==> config.mk <==
export PLATFORM = sky130hd
export DESIGN_NAME = rx_frame_sequencer_flat
export DESIGN_NICKNAME = d
export VERILOG_FILES = /design/src/rtl/receiver_pkg.sv /design/src/rtl/rx_frame_sequencer_if.sv /design/src/rtl/rx_sample_slot.sv /design/src/rtl/rx_frame_sequencer.sv /design/src/flat_wrapper.sv
export SDC_FILE = /design/constraint.sdc
export NUM_CORES = 1
export LEC_CHECK = 0
export ABC_AREA = 1
export BUFFER_PORTS_ARGS = -buffer_cell sky130_fd_sc_hd__clkbuf_2
export CORE_MARGIN = 2
export CORE_UTILIZATION = 25
export CTS_CLUSTER_DIAMETER = 100
export DETAILED_ROUTE_END_ITERATION = 7
export GPL_TIMING_DRIVEN = 1
export PLACE_DENSITY = 0.46
export SLEW_MARGIN = 20
export SYNTH_ARGS = -nofsm -noshare
export SYNTH_HDL_FRONTEND = slang
export SYNTH_SLANG_ARGS = --single-unit
export TNS_END_PERCENT = 20
==> constraint.sdc <==
create_clock -name clock -period 2.9 [get_ports clock]
set_input_delay 0.29 -clock clock [delete_from_list [all_inputs] [get_ports clock]]
set_output_delay 0.29 -clock clock [all_outputs]
set_load 0.01 [all_outputs]
==> src/rtl/receiver_pkg.sv <==
// Shared constants, FSM state type and count helper for the receiver frame sequencer.
package receiver_pkg;

    localparam int unsigned NUM_RX_MAX       = 8;
    localparam int unsigned IQ_WIDTH_DEFAULT = 24;
    localparam int unsigned CNT_W            = 4;
    localparam int unsigned IDX_W            = $clog2(NUM_RX_MAX);

    typedef enum logic [1:0] {
        ST_IDLE = 2'd0,
        ST_LOAD = 2'd1,
        ST_SEND = 2'd2
    } seq_state_e;

    // Effective receiver count: 0 behaves as 1, anything above the build size saturates.
    function automatic logic [CNT_W-1:0] clamp_count(input logic [CNT_W-1:0] req,
                                                     input logic [CNT_W-1:0] max_n);
        if (req == '0) return CNT_W'(1);
        if (req > max_n) return max_n;
        return req;
    endfunction

endpackage

==> src/rtl/rx_frame_sequencer_if.sv <==
// Valid/ready sample stream leaving the frame sequencer.
interface rx_frame_sequencer_if
    import receiver_pkg::*;
#(
    parameter int unsigned IQ_WIDTH = IQ_WIDTH_DEFAULT
);
    logic                out_valid;
    logic                out_ready;
    logic [IQ_WIDTH-1:0] out_data_I;
    logic [IQ_WIDTH-1:0] out_data_Q;
    logic [IDX_W-1:0]    out_rx;
    logic                out_last;

    modport master (
        output out_valid, out_data_I, out_data_Q, out_rx, out_last,
        input  out_ready
    );

    modport slave (
        input  out_valid, out_data_I, out_data_Q, out_rx, out_last,
        output out_ready
    );
endinterface

==> src/rtl/rx_sample_slot.sv <==
// One receiver slot: holding register for the latest I/Q sample, pending and sticky overrun flags.
module rx_sample_slot #(
    parameter int unsigned IQ_WIDTH = 24
) (
    input  logic                clock,
    input  logic                reset,
    input  logic                strobe,
    input  logic [IQ_WIDTH-1:0] data_I,
    input  logic [IQ_WIDTH-1:0] data_Q,
    input  logic                drain,
    input  logic                overrun_clr,
    output logic [IQ_WIDTH-1:0] sample_I,
    output logic [IQ_WIDTH-1:0] sample_Q,
    output logic                pending,
    output logic                overrun
);

    // A strobe always wins over a drain; overrun only when the old sample was never taken.
    always_ff @(posedge clock) begin
        if (reset) begin
            sample_I <= '0;
            sample_Q <= '0;
            pending  <= 1'b0;
            overrun  <= 1'b0;
        end else begin
            if (strobe) begin
                sample_I <= data_I;
                sample_Q <= data_Q;
            end

            if (strobe)
                pending <= 1'b1;
            else if (drain)
                pending <= 1'b0;

            if (strobe && pending && !drain)
                overrun <= 1'b1;
            else if (overrun_clr)
                overrun <= 1'b0;
        end
    end

endmodule

==> src/rtl/rx_frame_sequencer.sv <==
// Collects one sample per active receiver slot and emits them as a back-to-back frame
// on a valid/ready stream, slot 0 first, with out_last on the final active slot.
module rx_frame_sequencer
    import receiver_pkg::*;
#(
    parameter int unsigned NUM_RX   = 4,
    parameter int unsigned IQ_WIDTH = IQ_WIDTH_DEFAULT
) (
    input  logic                       clock,
    input  logic                       reset,
    input  logic [NUM_RX-1:0]          rx_strobe,
    input  logic [NUM_RX*IQ_WIDTH-1:0] rx_data_I,
    input  logic [NUM_RX*IQ_WIDTH-1:0] rx_data_Q,
    input  logic [CNT_W-1:0]           num_rx,
    rx_frame_sequencer_if.master       out_if,
    output logic [NUM_RX-1:0]          overrun,
    input  logic                       overrun_clr
);

    localparam logic [CNT_W-1:0] MAX_N = CNT_W'(NUM_RX);

    logic [IQ_WIDTH-1:0] slot_I [NUM_RX];
    logic [IQ_WIDTH-1:0] slot_Q [NUM_RX];
    logic [NUM_RX-1:0]   pending;
    logic [NUM_RX-1:0]   drain;
    logic [NUM_RX-1:0]   act_mask;

    seq_state_e          state_q, state_d;
    logic [CNT_W-1:0]    n_q, n_d, n_req;
    logic [IDX_W-1:0]    idx_q, idx_d, last_idx, sel;
    logic                valid_q, valid_d;
    logic                last_q, last_d;
    logic [IQ_WIDTH-1:0] data_I_q, data_I_d, data_Q_q, data_Q_d;
    logic [IQ_WIDTH-1:0] sel_I, sel_Q;
    logic                handshake;
    logic                all_pend;

    assign handshake = valid_q && out_if.out_ready;

    for (genvar g = 0; g < int'(NUM_RX); g++) begin : g_slot
        assign drain[g] = handshake && (idx_q == IDX_W'(g));

        rx_sample_slot #(.IQ_WIDTH(IQ_WIDTH)) u_slot (
            .clock       (clock),
            .reset       (reset),
            .strobe      (rx_strobe[g]),
            .data_I      (rx_data_I[g*IQ_WIDTH +: IQ_WIDTH]),
            .data_Q      (rx_data_Q[g*IQ_WIDTH +: IQ_WIDTH]),
            .drain       (drain[g]),
            .overrun_clr (overrun_clr),
            .sample_I    (slot_I[g]),
            .sample_Q    (slot_Q[g]),
            .pending     (pending[g]),
            .overrun     (overrun[g])
        );
    end

    // Frame start condition uses the live count; the same value is latched when leaving IDLE.
    assign n_req = clamp_count(num_rx, MAX_N);

    always_comb begin
        act_mask = '0;
        for (int i = 0; i < int'(NUM_RX); i++)
            act_mask[i] = (CNT_W'(i) < n_req);
    end

    assign all_pend = &(pending | ~act_mask);
    assign last_idx = IDX_W'(n_q - CNT_W'(1));
    assign sel      = (state_q == ST_SEND) ? IDX_W'(idx_q + IDX_W'(1)) : '0;

    always_comb begin
        sel_I = '0;
        sel_Q = '0;
        for (int i = 0; i < int'(NUM_RX); i++) begin
            if (IDX_W'(i) == sel) begin
                sel_I = slot_I[i];
                sel_Q = slot_Q[i];
            end
        end
    end

    // State and output registers.
    always_ff @(posedge clock) begin
        if (reset) begin
            state_q  <= ST_IDLE;
            n_q      <= CNT_W'(1);
            idx_q    <= '0;
            valid_q  <= 1'b0;
            last_q   <= 1'b0;
            data_I_q <= '0;
            data_Q_q <= '0;
        end else begin
            state_q  <= state_d;
            n_q      <= n_d;
            idx_q    <= idx_d;
            valid_q  <= valid_d;
            last_q   <= last_d;
            data_I_q <= data_I_d;
            data_Q_q <= data_Q_d;
        end
    end

    always_comb begin
        state_d = state_q;
        case (state_q)
            ST_IDLE: if (all_pend) state_d = ST_LOAD;
            ST_LOAD: state_d = ST_SEND;
            ST_SEND: if (handshake && (idx_q == last_idx)) state_d = ST_IDLE;
            default: state_d = ST_IDLE;
        endcase
    end

    // Next values of the presented sample; without a handshake everything holds.
    always_comb begin
        n_d      = n_q;
        idx_d    = idx_q;
        valid_d  = valid_q;
        last_d   = last_q;
        data_I_d = data_I_q;
        data_Q_d = data_Q_q;
        case (state_q)
            ST_IDLE: n_d = n_req;
            ST_LOAD: begin
                idx_d    = '0;
                valid_d  = 1'b1;
                last_d   = (last_idx == '0);
                data_I_d = sel_I;
                data_Q_d = sel_Q;
            end
            ST_SEND: begin
                if (handshake) begin
                    if (idx_q != last_idx) begin
                        idx_d    = sel;
                        valid_d  = 1'b1;
                        last_d   = (sel == last_idx);
                        data_I_d = sel_I;
                        data_Q_d = sel_Q;
                    end else begin
                        valid_d = 1'b0;
                        last_d  = 1'b0;
                    end
                end
            end
            default: ;
        endcase
    end

    assign out_if.out_valid  = valid_q;
    assign out_if.out_last   = last_q;
    assign out_if.out_rx     = idx_q;
    assign out_if.out_data_I = data_I_q;
    assign out_if.out_data_Q = data_Q_q;

endmodule

==> src/flat_wrapper.sv <==
// flat-port wrapper written by rule: the top's interface ports become plain ports
module rx_frame_sequencer_flat import receiver_pkg::*;
#(
    parameter int unsigned NUM_RX   = 4,
    parameter int unsigned IQ_WIDTH = IQ_WIDTH_DEFAULT
)
  (clock, reset, rx_strobe, rx_data_I, rx_data_Q, num_rx, overrun, overrun_clr, out_if_out_valid, out_if_out_data_I, out_if_out_data_Q, out_if_out_rx, out_if_out_last, out_if_out_ready);
  rx_frame_sequencer_if #(.IQ_WIDTH(IQ_WIDTH)) out_if_i ();
  input  logic clock;
  input  logic reset;
  input  logic [NUM_RX-1:0] rx_strobe;
  input  logic [NUM_RX*IQ_WIDTH-1:0] rx_data_I;
  input  logic [NUM_RX*IQ_WIDTH-1:0] rx_data_Q;
  input  logic [CNT_W-1:0] num_rx;
  output logic [NUM_RX-1:0] overrun;
  input  logic overrun_clr;
  output wire logic [$bits(out_if_i.out_valid)-1:0] out_if_out_valid;
  output wire logic [$bits(out_if_i.out_data_I)-1:0] out_if_out_data_I;
  output wire logic [$bits(out_if_i.out_data_Q)-1:0] out_if_out_data_Q;
  output wire logic [$bits(out_if_i.out_rx)-1:0] out_if_out_rx;
  output wire logic [$bits(out_if_i.out_last)-1:0] out_if_out_last;
  input wire logic [$bits(out_if_i.out_ready)-1:0] out_if_out_ready;
  assign out_if_out_valid = out_if_i.out_valid;
  assign out_if_out_data_I = out_if_i.out_data_I;
  assign out_if_out_data_Q = out_if_i.out_data_Q;
  assign out_if_out_rx = out_if_i.out_rx;
  assign out_if_out_last = out_if_i.out_last;
  assign out_if_i.out_ready = out_if_out_ready;
  rx_frame_sequencer #(.NUM_RX(NUM_RX), .IQ_WIDTH(IQ_WIDTH)) u_core (.clock(clock), .reset(reset), .rx_strobe(rx_strobe), .rx_data_I(rx_data_I), .rx_data_Q(rx_data_Q), .num_rx(num_rx), .out_if(out_if_i), .overrun(overrun), .overrun_clr(overrun_clr));
endmodule
==> metrics <==
ys async rst share=0; clock sinks=258; diode count=0; commonest cells in the netlist=497 x nor2_1, 325 x nand2_1, 258 x dfxtp_1, 200 x o21ai_0, 73 x inv_1; Initial Util=0.254; Detail Route Antenna Nets=0; CP max stage delay=about 0.5 ns; # resized after CTS=0; pwr/cell area=702 nW/um^2; DRT iter0 DRCs=around 640; number of I/O port buffers=260; cells along the critical path=inv_2 > ha_1 > nand2_2 > nand2_1 > nor2_4 > buf_4 > nand2_1 > nand4_1 > nor2_1 > nor2_1; ranking of synthesized cells by area=dfxtp_1 49%, nor2_1 18%, nand2_1 11%; simple-gate share of the synthesized area=0.330; Syn. warnings=0; GP Congestion=0.787; pin count of the biggest net entering global routing=between 100 and 150; Crit Path Max Fanout=31; die height=210 um; clock latency on the worst-skew pair=0.56 ns; RSZ-0062 raised after global routing=no; CTS Buf Count=30; combinational fraction of design power=0.248; DR WL/cell=about 16 um; area grow syn2layout=44.8%; setup_tns=0 ns; Switching Fraction=0.318; drt pass-1 iters=5; Hold Slack=0.0258 ns; via count=11,214; multiplexer share of the synthesized area=0; post-synthesis net count=between 1,500 and 2,000; Max-Cap Viols=0; via/cell ratio=4.44; Clock Power Share=0.364; worst path required time=roughly 3.4 ns; R2R depth=10; main combinational cell family by area after synthesis=simple AND/OR/NAND/NOR gates; Total Routing Usage GR=0.183; first-pass GRT wire length=63,100 um; Clock Skew=0.0105 ns; total net switching power=~3.4 mW; DRC errors left=0; critical path launch point type=flop; Synth Area per Inst=6.84 um^2; CTS tree=done; synthesized cell area=10,600 um^2; vias in the first global route=11,312; xor-xnor portion of the synthesized cell area=0.000823; VDD IR-drop max=around 0.4 mV; Synth area leader=dfxtp_1; Seq cells post-synth=258; Hold Path Stages=3; final global-route overflow total=0; Horiz. Die Dim=~210 um; CTS max path bufs=3; Final Routed Wirelength=40,900 um; Reg clk slew, reported paths=about 0.060 ns; H-tree levels=1; final setup vio count=0; CP Class=flop to flop; final hold violation count=0; IO Pins=around 260; synthesized instance count=1,556; Seq pwr share=0.388; number of antenna violations at the first check in global routing=0; internal power=7.38 mW; Pins Over Slew Limit=0; worst hold path class=input pin to flop; Pleak=7.17 nW; Compound-Gate Fraction of Synth Area=0.102; layout cells sized above 1=0.177; Rel. slew slack=0.502; Worst Setup End Kind=flop; post-detail-place hpwl=25,600 um; Worst-Margin Slew=0.746 ns; Fmax=454 MHz; Crit-path slowest cell=dfxtp_1; Post-Synth Adder-Cell Area=0.0118; crit path time final=2.20 ns; Top FF cell, synth=dfxtp_1; register area share after synthesis=0.485; status=complete, no violations; WP data arrival=2.70 ns; most numerous cell in the Yosys netlist=nor2_1; root buf cell=clkbuf_16; Post-synth EDFFs=0; die area=about 44,000 um^2; top-area cell type share of the netlist area=0.485; synth unique cells=23; nets=2,174; Core ar.=about 42,000 um^2; row count=75; Final Cycle Share=0.759
-- worst paths after layout --
check,start,end,slack [ns]
worst max-delay path,u_core.out_if.out_rx[0],u_core.out_if.out_data_I[3],0.70
worst min-delay path,rx_data_I[23],u_core.g_slot[0].u_slot.sample_I[23],0.03
worst max register to register,u_core.out_if.out_rx[0],u_core.out_if.out_data_I[3],0.70
worst min register to register,u_core.g_slot[2].u_slot.overrun,u_core.g_slot[2].u_slot.overrun,0.47
-- flip-flops by register name, summed over array words and instances (netlist names) --
register and cells:
u_core.g_slot.u_slot.overrun 4, u_core.g_slot.u_slot.pending 4, u_core.g_slot.u_slot.sample_I 96, u_core.g_slot.u_slot.sample_Q 96
u_core.n_q 3, u_core.out_if.out_data_I 24, u_core.out_if.out_data_Q 24, u_core.out_if.out_last 1
u_core.out_if.out_rx 3, u_core.out_if.out_valid 1, u_core.state_q 2
-- stage by stage --
stage	worst slack (ns)	utilization	total power [mW]	instances	cell area, um^2
floorplan	1.07	-	5.81	1556	10600
global placement	0.777	0.297	6.77	2276	12500
detailed placement	0.695	0.297	6.77	2276	12500
CTS	0.684	0.367	11.0	2523	15400
global route	0.524	0.367	11.5	2523	15400
finish	0.698	0.367	10.8	2523	15400
-- cells by family after synthesis --
kind of cell	Yosys count
AO/OA/AOI/OAI	216
XOR/XNOR	1
adder cells (fa/ha/maj)	10
buffers and inverters	177
flip-flops	258
AND/OR/NAND/NOR	894
-- critical path: cells and delay by family (launching register included) --
family        cells  cell delay [ns]
flops             1             0.50
simple gates      7             0.75
buf+inv           2             0.50
fa+ha+maj         1             0.36
-- cell usage in the layout (no fill, tap or decap), drive strengths merged --
master       count
buf             23
dfxtp          258
nand2          327
or2              2
nand3           17
a211oi           1
clkinv          11
bufinv           3
ha              10
nand4           48
dlygate4sd3    191
clkbuf         302
a31oi            1
o211ai           1
a21oi           12
nor2           500
inv             75
xor2             1
o21ai          201
-- power groups by stage --
stage | sequential [mW] | combinational (mW) | clock [mW]
after floorplan | 4.28 | 1.52 | 0
after global placement | 4.27 | 2.50 | 0
after detailed placement | 4.28 | 2.50 | 0
after CTS | 4.20 | 2.72 | 4.05
after global routing | 4.24 | 3.04 | 4.21
final | 4.20 | 2.68 | 3.94
-- per-layer routing --
metal | wire [um] | part of all wire | vias up | GRT usage
li1 | - | - | 5687 | -
met1 | 19600 | 0.48 | 5164 | 0.248
met2 | 18800 | 0.46 | 306 | 0.309
met3 | 1780 | 0.043 | 57 | 0.0215
met4 | 797 | 0.019 | 0 | 0.0457
met5 | 0 | 0 | - | 0
-- final cells by class --
| type | count | area [um^2] |
|---|---|---|
| clock buffer | 42 | 887 |
| clock inverter | 14 | 149 |
| fill | 4437 | 26500 |
| inverter | 75 | 287 |
| multi-input combinational | 1121 | 4770 |
| sequential | 258 | 5160 |
| tap | 539 | 674 |
| timing repair buffer | 474 | 3470 |
-- timing repair --
| item | CTS | global route |
|---|---|---|
| hold buffers | 191 | 0 |
| hold endpoints to repair | 191 | 0 |
| buffers inserted | 0 | 0 |
| setup endpoints to repair | 0 | 0 |
(Power assumes the default switching activity.)
